===== src/rtl/pipe_ctrl_pkg.sv =====
// Shared pipeline constants: stage hold bits, stall encodings
// and the stall controller state encoding.
package pipe_ctrl_pkg;

    localparam int XLEN       = 32;
    localparam int NUM_STAGES = 6;

    localparam int STG_PC  = 0;
    localparam int STG_IF  = 1;
    localparam int STG_ID  = 2;
    localparam int STG_EX  = 3;
    localparam int STG_MEM = 4;
    localparam int STG_WB  = 5;

    typedef logic [NUM_STAGES-1:0] stall_vec_t;
    typedef logic [XLEN-1:0]       pc_t;

    localparam stall_vec_t STALL_NONE = 6'b000000;
    localparam stall_vec_t STALL_ID   = 6'b000111;
    localparam stall_vec_t STALL_EX   = 6'b001111;

    localparam pc_t PC_NONE = 32'h0000_0000;

    typedef enum logic {
        ST_IDLE    = 1'b0,
        ST_EX_BUSY = 1'b1
    } ctrl_state_e;

endpackage


===== src/rtl/pipe_ctrl_sat_counter.sv =====
// Saturating up-counter used for the stall-cycle performance count.
// Holds at all-ones once reached; cleared by the async reset.
module sat_counter #(
    parameter int WIDTH = 32
) (
    input  logic             clk,
    input  logic             rst,
    input  logic             inc,
    output logic [WIDTH-1:0] count
);

    logic [WIDTH-1:0] count_q;
    logic [WIDTH-1:0] count_d;

    always_comb begin
        count_d = count_q;
        if (inc && (count_q != {WIDTH{1'b1}})) begin
            count_d = count_q + WIDTH'(1);
        end
    end

    always_ff @(posedge clk or negedge rst) begin
        if (!rst) begin
            count_q <= '0;
        end else begin
            count_q <= count_d;
        end
    end

    assign count = count_q;

endmodule


===== src/rtl/pipe_ctrl.sv =====
// Pipeline hazard controller: flush, multi-cycle EX stall and
// load-use stall arbitration with a stall-cycle performance count.
module pipe_ctrl
    import pipe_ctrl_pkg::*;
#(
    parameter int CNT_W  = 6,
    parameter int PERF_W = 32
) (
    input  logic              clk,
    input  logic              rst,
    input  logic              stallreq_id,
    input  logic              stallreq_ex,
    input  logic [CNT_W-1:0]  ex_cycles,
    input  logic              flush_req,
    input  logic [31:0]       flush_pc,
    output logic [5:0]        stall_o,
    output logic              flush_o,
    output logic [31:0]       new_pc_o,
    output logic              busy_o,
    output logic [PERF_W-1:0] stall_cnt_o
);

    ctrl_state_e      state_q, state_d;
    logic [CNT_W-1:0] cnt_q, cnt_d;

    logic ex_start;
    logic ex_active;
    logic stall_any;

    assign ex_start  = (state_q == ST_IDLE) && stallreq_ex;
    assign ex_active = (state_q == ST_EX_BUSY) || ex_start;

    // Output arbitration; everything is forced quiet while in reset.
    always_comb begin
        stall_o  = STALL_NONE;
        flush_o  = 1'b0;
        new_pc_o = PC_NONE;
        busy_o   = 1'b0;
        if (rst) begin
            busy_o = (state_q == ST_EX_BUSY);
            if (flush_req) begin
                flush_o  = 1'b1;
                new_pc_o = flush_pc;
            end else if (ex_active) begin
                stall_o = STALL_EX;
            end else if (stallreq_id) begin
                stall_o = STALL_ID;
            end
        end
    end

    // The start cycle is the first stall cycle, so a length-N request
    // spends N-1 cycles in EX_BUSY; lengths 0 and 1 never leave IDLE.
    always_comb begin
        state_d = state_q;
        cnt_d   = cnt_q;
        if (flush_req) begin
            state_d = ST_IDLE;
            cnt_d   = '0;
        end else begin
            unique case (state_q)
                ST_IDLE: begin
                    if (stallreq_ex && (ex_cycles > CNT_W'(1))) begin
                        state_d = ST_EX_BUSY;
                        cnt_d   = ex_cycles - CNT_W'(1);
                    end
                end
                ST_EX_BUSY: begin
                    if (cnt_q <= CNT_W'(1)) begin
                        state_d = ST_IDLE;
                        cnt_d   = '0;
                    end else begin
                        cnt_d = cnt_q - CNT_W'(1);
                    end
                end
                default: begin
                    state_d = ST_IDLE;
                    cnt_d   = '0;
                end
            endcase
        end
    end

    always_ff @(posedge clk or negedge rst) begin
        if (!rst) begin
            state_q <= ST_IDLE;
            cnt_q   <= '0;
        end else begin
            state_q <= state_d;
            cnt_q   <= cnt_d;
        end
    end

    assign stall_any = (stall_o != STALL_NONE);

    sat_counter #(
        .WIDTH (PERF_W)
    ) u_perf (
        .clk   (clk),
        .rst   (rst),
        .inc   (stall_any),
        .count (stall_cnt_o)
    );

endmodule

===== config.mk =====
export PLATFORM = sky130hd
export DESIGN_NAME = pipe_ctrl
export DESIGN_NICKNAME = d
export VERILOG_FILES = /design/src/rtl/pipe_ctrl_pkg.sv /design/src/rtl/pipe_ctrl_sat_counter.sv /design/src/rtl/pipe_ctrl.sv
export SDC_FILE = /design/constraint.sdc
export NUM_CORES = 1
export LEC_CHECK = 0
export ABC_AREA = 1
export BUFFER_PORTS_ARGS = -buffer_cell sky130_fd_sc_hd__clkbuf_2
export CAP_MARGIN = 20
export CELL_PAD_IN_SITES_DETAIL_PLACEMENT = 1
export CELL_PAD_IN_SITES_GLOBAL_PLACEMENT = 2
export CORE_MARGIN = 1.5
export CORE_UTILIZATION = 25
export CTS_CLUSTER_DIAMETER = 30
export CTS_CLUSTER_SIZE = 30
export DETAILED_ROUTE_END_ITERATION = 8
export MAX_ROUTING_LAYER = met4
export PLACE_DENSITY_LB_ADDON = 0.2
export SLEW_MARGIN = 20
export SYNTH_ARGS = -nofsm -noshare
export SYNTH_HDL_FRONTEND = slang
export SYNTH_HIERARCHICAL = 1
export SYNTH_SLANG_ARGS = --single-unit

===== constraint.sdc =====
create_clock -name clk -period 2.27 [get_ports clk]
set_clock_uncertainty 0.1 [all_clocks]
set_input_delay 0.1135 -clock clk [delete_from_list [all_inputs] [get_ports clk]]
set_output_delay 0.1135 -clock clk [all_outputs]
set_load 0.02 [all_outputs]

# Yosys cells after proc, flatten, opt, wreduce, memory -nomap -nowiden
# Cells that the tools add are included.
[classes]
n_reduce_logical = 5
div = 0
n_eq_ne = 2
muxes = 17
n_lt_le_gt_ge = 2
bitwise = 1
add_sub_neg = 3
shift = 0
multipliers = 0
[op_table]
columns = ["op", "count"]
rows = [
  ["$mux W32", 2],
  ["$add A32 B1 Y32 const B", 1],
  ["$ne A32 B32 Y1 const B", 1],
  ["$mux W6", 4],
  ["$pmux W6 S2", 1],
  ["$sub A6 B1 Y6 const B", 2],
  ["$mux W4", 2],
  ["$gt A6 B1 Y1 const B", 1],
  ["$le A6 B1 Y1 const B", 1],
  ["$mux W1", 6],
  ["$reduce_bool A6 Y1", 1],
  ["$logic_and A1 B1 Y1", 3],
  ["$mux W3", 1],
  ["$ne A3 B2 Y1 const B", 1],
  ["$pmux W1 S2", 1],
  ["$logic_or A1 B1 Y1", 1],
  ["$not A1 Y1", 1],
]
[word_totals]
elab_cells = 33
output_inout_bits = 72
mem_count = 0
inputBits = 43
regBits = 39
rom_bits = 0
ram_bits = 0
latchBits = 0

# Logic depth before layout (Yosys ltp)
[depth]
word_depth = 8
depth_mapped = 11
mapped_depth_nobuf = 10

# By module
# Netlist, hierarchy kept.
[modules_own_cells]
columns = ["module", "cells_each", "area_each_um2", "seq_area_each_um2", "instances"]
rows = [
  ["sat_counter", 333, 2190.9, 800.8, 1],
  ["pipe_ctrl", 183, 988.4, 175.2, 1],
]

# Least setup slack after synthesis
# No wires, ideal clock.
[synth_path]
path_type = "reg2reg"
from = "register state_q"
to = "register u_perf.count_q[26] (netlist: u_perf/count[26])"
required_time_ns = 2.052
period_less_slack_ns = 2.041
setup_time_ns = 0.118
t_arrival_ns = 1.823
n_path_buf = 1
path_slack_ns = 0.229
stages_incl_launch_ff = 11
cell_sequence = "dfrtp_1 -> buf_6 -> nor2_4 -> a21oi_1 -> inv_1 -> nor2_1 -> nand2_1 -> nor2_1 -> nand3_1 -> nand2_1 -> nand2_1"
[synth_via]
elab_chain_len = 8
[synth_lines]
columns = ["item", "line", "source"]
rows = [
  ["start: declaration", "pipe_ctrl.sv:23", "ctrl_state_e state_q, state_d;"],
  ["start signal: assignment", "pipe_ctrl.sv:89", "state_q <= state_d;"],
  ["$not A1 Y1", "n/a", ""],
  ["$logic_and A1 B1 Y1", "pipe_ctrl.sv:30", "assign ex_start = (state_q == ST_IDLE) && stallreq_ex;"],
  ["$logic_or A1 B1 Y1 (*)", "pipe_ctrl.sv:31", "assign ex_active = (state_q == ST_EX_BUSY) || ex_start;"],
  ["$mux W4 (*)", "pipe_ctrl.sv:44", "end else if (ex_active) begin"],
  ["$mux W4 (*)", "pipe_ctrl.sv:41", "if (flush_req) begin"],
  ["$mux W6 (*)", "pipe_ctrl.sv:39", "if (rst) begin"],
  ["$reduce_bool A6 Y1 (*)", "pipe_ctrl.sv:94", "assign stall_any = (stall_o != STALL_NONE);"],
  ["named net stall_any", "pipe_ctrl.sv:28", "logic stall_any;"],
  ["$logic_and A1 B1 Y1 (*)", "pipe_ctrl_sat_counter.sv:17", "if (inc && (count_q != {WIDTH{1'b1}})) begin"],
  ["end signal: assignment", "pipe_ctrl_sat_counter.sv:26", "count_q <= count_d;"],
  ["end: declaration", "pipe_ctrl_sat_counter.sv:12", "logic [WIDTH-1:0] count_q;"],
]
# The timed path passes the listed nets; every way through them passes the cells marked *.
# A chain may end at the register's enable or synchronous reset.

# Worst setup path in the final report
[layout_path]
from = "input port rst"
to = "register u_perf.count_q[28] (netlist: u_perf/count[28])"
[layout_via]
elab_chain_len = 3
[layout_lines]
columns = ["item", "line", "source"]
rows = [
  ["start: declaration", "pipe_ctrl.sv:10", "input logic rst,"],
  ["$mux W6", "pipe_ctrl.sv:39", ""],
  ["$reduce_bool A6 Y1", "pipe_ctrl.sv:94", ""],
  ["named net stall_any", "pipe_ctrl.sv:28", ""],
  ["$logic_and A1 B1 Y1", "pipe_ctrl_sat_counter.sv:17", ""],
]
# The timed path passes the listed nets, and every way through them passes these cells.

==> results.cfg <==
[run_status]
status = completed

[floorplanning]
start_util = 0.254
die_h_um = 116
rows = 41
core_area_mm2 = 0.0125
io_pins = 115
die-area_mm2 = 0.0134
die_w_um = 116

[clocking]
clock_latency_ps = 290
clk_pin_slew_ps = 60
cts_tree = done
cts_max_path_buffers = 2
clockRootBuffer = clkbuf_16
cts_max_level = 2
clock-sinks = 39
numCtsBuffers = 5
postCtsSetupBuffers = 0

[place]
portBuffers = 112
placedCellCount = 799
gp_congestion = 0.791
place_hpwl_um = 8870

[sta]
tightest_slew_ps = 556
hold_violations = 0
relSlewSlack = 0.629
layout_min_cycle_time_ps = 2090
rsz0062_at_grt = false
layout_worst_path_cycle_share = 0.922
hold_slack_ps = 45.2
fin_tns_setup_ps = 0
fmax_ghz = 0.478
drv_slew = 0
setup_viol = 0

[synth]
synth_common_cells = 177 x nand2_1, 96 x nor2_1, 72 x inv_1
avgSynthCellArea_um2 = 6.16
synthMostInstantiatedCell = nand2_1
netlist_instances = 516
synthSimpleGateAreaFrac = 0.492
ys_ff_latch = 39
ys_async_sr_fraction = 1.00
yosys-top-cells-area = dfrtp_1 31%, nand2_1 21%, nor2_1 11%
yosys_warnings = 6
yosysSeqAreaShare = 0.307
synth_edf_count = 0
synth_top_family_by_area = simple AND/OR/NAND/NOR gates
synth_largest_area_cell = dfrtp_1
synth_mux_area_frac = 0
synth.top_cell.area_share = 0.307
synth_compound_area_frac = 0.0327
synth-main-ff-cell = dfrtp_1
synth.distinct_cells = 31
synth_xor_area_frac = 0.0220
syn_area_mm2 = 0.00318
synth_adder_area_share = 0.0197

[cells_and_area]
antennaDiodeCount = 0
drive_above_1_share = 0.256
area_growth_pct = 29.2
final_nets = 683
fin_cells = 808

[setup_path]
r2r_cells = 10
cp.arrival_ps = 2170
cp-start-kind = input pin
cp_num_cells = 11
path_cells = dlygate4sd3_1 -> clkbuf_2 -> nand2_1 -> a21oi_1 -> inv_1 -> nor2_2 -> nand2_1 -> nor2_1 -> nand3_1 -> nand2_1 -> nand2_1
critPathCaptureType = flop
path_buf_inv = 3
cp_top_family = simple AND/OR/NAND/NOR gates
critPathMaxStageDelay_ps = 520
critPathRequiredTime_ps = 2350
crit_top_cell = nand2_1
crit_path_top_delay_cell = dlygate4sd3_1
path_class = input pin to flop
path_max_fanout = 4

[route]
ant_nets = 0
drt_iter0_markers = 111
drc_errors = 0
vias_per_cell = 4.33
routed_wl_um = 11100
wl_per_cell_um = 13.7
firstDrtPassIters = 4
routed-via-count = 3497

[global_route]
grt_start_max_net_pins = 41
grt.total_usage = 0.181
grt_pass1_wl_um = 18400
grt_pass1_vias = 3601
antenna_found_initial = 0
gr-total-overflow = 0

[power]
power_density_mw_per_mm2 = 510
ir_drop_uv = 280
leakage_nw = 2.19

[min_path]
hp-class = input pin to flop
hold_depth = 4

[flow_run]
maxCapViolCount = 0
kinds of logic after synthesis:
group,after synthesis
flip-flops,39
adder cells (fa/ha/maj),5
other,1
buffers and inverters,90
XOR/XNOR,8
AO/OA/AOI/OAI,16
AND/OR/NAND/NOR,357
state kept, by name, indices dropped and copies added (netlist names):
| signal | count |
|---|---|
| state_q | 1 |
| cnt_q | 6 |
| u_perf/count | 32 |
cell usage in the layout, fill, tap and decap left out:
cell type / count
clkbuf_2: 112
clkinv_1: 1
dlygate4sd3_1: 1
nand4_1: 10
clkbuf_16: 5
nor2_1: 93
inv_1: 72
nand3_2: 1
o21ai_0: 7
nand3b_1: 9
a21oi_2: 1
nor2_2: 6
dfrtp_1: 39
nand3_1: 40
a21oi_1: 4
ha_1: 5
nand2_4: 3
xnor2_1: 7
conb_1: 2
clkbuf_8: 2
nor3_1: 2
o21ai_2: 1
inv_4: 1
nand2_1: 177
nand2_2: 9
xor2_1: 1
clkbuf_1: 1
o21ai_4: 1
nor2_4: 6
buf_4: 11
nand3b_2: 1
o21bai_1: 2
inv_2: 3
routing by layer:
metal / routed length [um] / part of all wire / global-route usage
met3: 447 / 0.040 / 0.0220
met5: 0 / 0 / -
met4: 99 / 0.0089 / 0.0374
met1: 5440 / 0.49 / 0.247
met2: 5090 / 0.46 / 0.289
where the power goes:
part / switching [mW] / internal [mW]
Sequential: 0.0803 / 0.742
Clock: 0.295 / 0.469
Combinational: 0.323 / 0.183
area by class of cell:
type                    count  area [um2]
well taps                 172         215
flip-flops and latches     39         976
repair buffers            124         653
inverters                  77         292
multi-input cells         388        1810
fillers                  1691        8410
clock buffers               8         156
through the flow:
step / cell area [um2] / power (mW) / worst slack, ps / util
3_5_place_dp: 3930 / 1.35 / 247 / 0.314
3_3_place_gp: 3930 / 1.33 / 301 / 0.314
5_1_grt: 4110 / 2.24 / 14.4 / 0.328
4_1_cts: 4100 / 2.13 / 45.1 / 0.327
6_report: 4110 / 2.09 / 177 / 0.328
2_1_floorplan: 3180 / 1.16 / 229 / -
final timing paths:
path	start	to	slack, ps
worst max register to register	u_perf/count[1]	u_perf/count[21]	290
worst max-delay path	rst	u_perf/count[28]	180
worst min-delay path	flush_req	cnt_q[5]	50
max in group asynchronous	rst	u_perf/count[29]	1250
worst min register to register	u_perf/count[18]	u_perf/count[18]	460
min in group asynchronous	rst	u_perf/count[18]	430
worst reg2reg max path, delay by kind of cell, from the launching register on:
family,cells,cell delay [ps]
simple gates,7,850
flops,1,420
buf+inv,2,270
fa+ha+maj,1,240
what timing repair did:
item,in CTS,in global routing
setup endpoints to repair,0,7
gates resized for setup,0,3
hold buffers,1,0
endpoints found under the hold margin,39,0
No activity file was read; power rests on OpenSTA's default activity.
